## config.mk

```make
export PLATFORM = sky130hd
export DESIGN_NAME = if_fetch_unit
export DESIGN_NICKNAME = d
export VERILOG_FILES = /design/src/rtl/if_fetch_unit_pkg.sv /design/src/rtl/if_fetch_unit_inst_hold.sv /design/src/rtl/if_fetch_unit.sv
export SDC_FILE = /design/constraint.sdc
export NUM_CORES = 1
export LEC_CHECK = 0
export CORE_ASPECT_RATIO = 1.75
export CORE_MARGIN = 5
export CORE_UTILIZATION = 44
export DETAILED_ROUTE_END_ITERATION = 10
export GPL_TIMING_DRIVEN = 0
export PLACE_DENSITY_LB_ADDON = 0.1
export REMOVE_ABC_BUFFERS = 1
export SYNTH_ARGS = -nofsm -noshare
export SYNTH_HDL_FRONTEND = slang
export SYNTH_SLANG_ARGS = --single-unit
```

## constraint.sdc

```tcl
create_clock -name clk -period 2.4 [get_ports clk]
set_input_delay 0.48 -clock clk [delete_from_list [all_inputs] [get_ports clk]]
set_output_delay 0.48 -clock clk [all_outputs]
set_load 0.01 [all_outputs]
```

## src/rtl/if_fetch_unit_pkg.sv

```systemverilog
// if_fetch_unit_pkg: shared widths, stall encoding, reset PC and hold FSM states for the fetch stage
package if_fetch_unit_pkg;
  localparam int STALL_W = 6;
  localparam int IF_TO_ID_WD = 33;
  localparam int BR_WD = 33;
  localparam logic [31:0] RESET_PC = 32'hBFBF_FFFC;
  localparam logic STOP = 1'b1;
  localparam logic NO_STOP = 1'b0;
  localparam int STALL_PC = 0;
  localparam int STALL_IF = 1;
  localparam int STALL_ID = 2;
  typedef enum logic {RUN, HOLD} hold_state_e;
  function automatic logic misaligned(input logic [31:0] a);
    return a[1:0] != 2'b00;
  endfunction
endpackage

```

## src/rtl/if_fetch_unit_inst_hold.sv

```systemverilog
// if_inst_hold: keeps the instruction word stable for decode while the ID stage is stalled
module if_inst_hold
  import if_fetch_unit_pkg::*;
(
  input  logic        clk,
  input  logic        rst,
  input  logic        stall_id,
  input  logic [31:0] rdata,
  output logic [31:0] id_inst
);
  hold_state_e state, state_nx;
  logic        hold_vld, capture;
  logic [31:0] hold_inst;
  always_ff @(posedge clk) begin
    if (rst) state <= RUN;
    else state <= state_nx;
  end
  always_comb begin
    state_nx = state;
    capture = 1'b0;
    if (state == RUN) begin
      capture = stall_id == STOP;
      state_nx = capture ? HOLD : RUN;
    end else begin
      state_nx = stall_id == NO_STOP ? RUN : HOLD;
    end
  end
  always_ff @(posedge clk) begin
    if (rst) begin
      hold_vld <= 1'b0;
      hold_inst <= 32'b0;
    end else begin
      hold_vld <= state_nx == HOLD;
      if (capture) hold_inst <= rdata;
    end
  end
  assign id_inst = hold_vld ? hold_inst : rdata;
endmodule

```

## src/rtl/if_fetch_unit.sv

```systemverilog
// if_fetch_unit: owns the PC, drives the instruction SRAM and presents {ce, pc} plus a stall-stable word to decode
module if_fetch_unit
  import if_fetch_unit_pkg::*;
(
  input  logic                   clk,
  input  logic                   rst,
  input  logic [STALL_W-1:0]     stall,
  input  logic [BR_WD-1:0]       br_bus,
  output logic                   inst_sram_en,
  output logic [3:0]             inst_sram_wen,
  output logic [31:0]            inst_sram_addr,
  output logic [31:0]            inst_sram_wdata,
  input  logic [31:0]            inst_sram_rdata,
  output logic [IF_TO_ID_WD-1:0] if_to_id_bus,
  output logic [31:0]            id_inst,
  output logic                   fetch_adel
);
  logic [31:0] pc_reg, redir_pc, next_pc, br_addr;
  logic        ce_reg, redir_vld, br_e, unused_stall;
  assign {br_e, br_addr} = br_bus;
  assign next_pc = br_e ? br_addr : redir_vld ? redir_pc : pc_reg + 32'd4;
  // A branch seen while the PC is frozen is parked until the stall lifts; the newest one wins.
  always_ff @(posedge clk) begin
    if (rst) begin
      pc_reg <= RESET_PC;
      ce_reg <= 1'b0;
      redir_vld <= 1'b0;
      redir_pc <= 32'b0;
    end else if (stall[STALL_PC] == NO_STOP) begin
      pc_reg <= next_pc;
      ce_reg <= 1'b1;
      redir_vld <= 1'b0;
    end else if (br_e) begin
      redir_vld <= 1'b1;
      redir_pc <= br_addr;
    end
  end
  if_inst_hold u_hold (
    .clk      (clk),
    .rst      (rst),
    .stall_id (stall[STALL_ID]),
    .rdata    (inst_sram_rdata),
    .id_inst  (id_inst)
  );
  assign inst_sram_en = ce_reg;
  assign inst_sram_wen = 4'b0000;
  assign inst_sram_addr = pc_reg;
  assign inst_sram_wdata = 32'b0;
  assign if_to_id_bus = {ce_reg, pc_reg};
  assign fetch_adel = ce_reg & misaligned(pc_reg);
  assign unused_stall = ^{stall[STALL_W-1:STALL_ID+1], stall[STALL_IF]};
endmodule

```

==> run_results.csv <==
group,metric,value,unit
outcome,status,"complete, no violations",
timing,worstMarginPinSlew,1.30,ns
global_route,gr-usage-all-layers,20.6,%
timing,hold_viol_final,0,
placed_design,pre_cts_slack,-0.598,ns
global_route,grt_pass1_wl,24.4,mm
power,max-vdd-ir-drop,325,uV
routing,wl,15.5,mm
routing,route.detailed.drc,0,
routing,ant_nets,0,
layout,nets,862,
clocking,clk_latency,0.35,ns
clocking,max-clock-path-buffers,2,
power,cellInternalPower,3.13,mW
synthesis,synth_largest_area_cell,"dfxtp_1",
floorplanning,num_io_pins,208,
critical_path,cp-end-kind,"flop",
critical_path,crit_fanout,10,
floorplanning,core,11900,sq um
critical_path,critPathArrivalTime,2.49,ns
clocking,clock-sinks,99,
synthesis,yosysWarnings,0,
synthesis,yosys.area.top_type_share,37.1,%
layout,layout_commonest_cell,"clkdlybuf4s50_1",
critical_path,r2r-start,"inst_sram_addr[2]",
min_path,hp-class,"reg -> reg",
floorplanning,die_x,93.2,microns
critical_path,start_kind,"flop",
timing,fin_skew,0.00555,ns
timing,setup-tns-final,0,ns
timing,final_max_slew_viol_count,0,
timing,rsz0062_at_grt,"no",
layout,mostFrequentLayoutCells,"clkdlybuf4s50_1, nand2_1, a21oi_1",
critical_path,reg2regPathDepth,6,
min_path,hold_start,"redir_pc[0]",
clocking,clock-root-buffer,"clkbuf_16",
critical_path,cp_data_required_time,2.67,ns
timing,slew_headroom,12.9,%
power,pwr-share-seq,42.5,%
power,power,4.40,mW
layout,syn_to_final_growth,31.8,%
routing,drtIter0Drc,245,
power,leakagePower,2.72,nW
timing,timing.fmax,0.451,GHz
layout,n_antenna_cell,0,
placed_design,portBuffers,167,
synthesis,yosys.cell_types.count,52,
flow_run,maxCapViolations,0,
global_route,grt_pass1_vias,5020,
min_path,holdPathStages,2,
floorplanning,die_y,156,microns
global_route,top_usage_layer,"met2",
floorplanning,rows,53,
routing,dr_total_vias,5150,
power,p_switching,1.27,mW
timing,fin_crit,2.22,ns
power,pwr-share-clk,33.5,%
global_route,use_met3,5.45,%
power,p_per_area,627,nW/um^2
global_route,use_met1,21.5,%
clocking,cts-htree-levels,3,
synthesis,syn_area_per_cell,7.80,sq um
power,swShare,28.9,%
synthesis,netlist_instances,684,
timing,setup-violations-final,0,
routing,routed_via_density,5.54,
floorplanning,dieArea,14500,sq um
synthesis,syn_area,5340,sq um
routing,wire_per_inst,16.7,microns
global_route,antenna_found_initial,0,
global_route,met2_usage,38.9,%
placed_design,place_inst,912,
floorplanning,initial_utilization,44.7,%
critical_path,worstSetupPathType,"reg -> reg",
clocking,cts_tree,"done",
global_route,grt_max_degree,45,
power,pwr-share-comb,24.0,%
global_route,grt-ovfl-total,0,
placed_design,dp_hpwl,11.1,mm
critical_path,startpoint,"inst_sram_addr[2]",
clocking,cts_buffers,9,
synthesis,ys_top_cells_by_area,"dfxtp_1, nand2_1, buf_4",
synthesis,ys_seq_elements,99,
timing,timing.final.crit_share,92.4,%
clocking,postCtsHoldBufs,0,
routing,first_pass_iters,5,
clocking,clk_pin_slew_worst_paths,0.07,ns
layout,drive_gt1_share,9.08,%
layout,utilization,58.9,%
synthesis,yosysSeqAreaShare,37.1,%
timing,fin_ws,0.181,ns
layout,fin_cells,930,
placed_design,gp_congestion,0.846,
cells by family after synthesis:
| kind of cell | after synthesis | share of synthesized area [%] |
|---|---|---|
| other | 1 | 0.0703 |
| AO/OA/AOI/OAI | 183 | 21.0 |
| flip-flops | 99 | 37.1 |
| adder cells (fa/ha/maj) | 1 | 0.234 |
| multiplexers | 35 | 7.32 |
| buffers and inverters | 128 | 14.0 |
| AND/OR/NAND/NOR | 236 | 20.1 |
| XOR/XNOR | 1 | 0.164 |
flip-flops by register name, indices dropped and copies added (netlist names):
signal            count
u_hold.hold_vld       1
redir_vld             1
inst_sram_en          1
inst_sram_addr       32
u_hold.hold_inst     32
redir_pc             32
critical path, cell delays in order (launching register included):
cell and delay, ns:
dfxtp_1 0.48, ha_1 0.29, and4_1 0.28, nand4_2 0.29
nor4_1 0.48, o21ai_0 0.13, a2bb2oi_1 0.19
path summary, 6_finish.rpt:
| kind | end | slack (ns) |
|---|---|---|
| worst max-delay path | inst_sram_addr[24] | 0.18 |
| worst min-delay path | redir_pc[0] | 0.45 |
| worst min register to register | redir_pc[0] | 0.45 |
| worst max register to register | inst_sram_addr[24] | 0.18 |
cell type report:
type	instances	area, sq um
clock inverters	5	62.6
repair buffers	172	1760
inverters	14	52.6
well taps	137	171
multi-input cells	492	2750
clock buffers	11	243
fillers	1106	4910
flip-flops and latches	99	1990
per-layer routing:
layer  share of wire [%]  vias to the layer above
met5                   0                        -
met4                 1.9                        0
met3                 7.6                       23
met2                  54                      198
met1                  36                     2433
li1                    -                     2496
synth_stat cells (all sizes together):
cell,number
nor3,5
o21ai,17
buf,75
o41ai,3
and3b,1
nand4,8
and2,2
mux2,32
ha,1
a31o,1
and3,4
conb,1
a21boi,1
nor4,4
o22a,2
dfxtp,99
o21a,2
a311o,1
nand2,149
or4,1
a2bb2oi,7
a211oi,5
a221o,3
mux2i,3
nand3b,1
o221ai,1
a221oi,18
nor2,28
o22ai,1
a22oi,2
nand2b,10
xnor2,1
or2,3
o31ai,6
a211o,2
clkbuf,39
and4,6
nor2b,4
a31oi,4
a21o,2
a21oi,105
inv,14
nand3,10
power by group through the flow:
stage / clock, mW / combinational [mW] / sequential [mW]
3_3_place_gp: 0 / 1.01 / 1.91
3_5_place_dp: 0 / 1.04 / 1.92
6_report: 1.48 / 1.06 / 1.87
4_1_cts: 1.51 / 1.05 / 1.88
2_1_floorplan: 0 / 0.441 / 1.93
5_1_grt: 1.58 / 1.15 / 1.89
what timing repair did:
| item | CTS | global route |
|---|---|---|
| resized for setup | 5 | 3 |
| setup buffers | 0 | 2 |
| endpoints found under the setup margin | 118 | 60 |
stage by stage:
stage	hold WS, ns	instance area (sq um)
5_1_grt	0.468	7030
6_report	0.451	7030
2_1_floorplan	0.425	4770
3_5_place_dp	0.444	6680
4_1_cts	0.453	6990
3_3_place_gp	0.438	6620
Power figures use the tool's default switching activity.
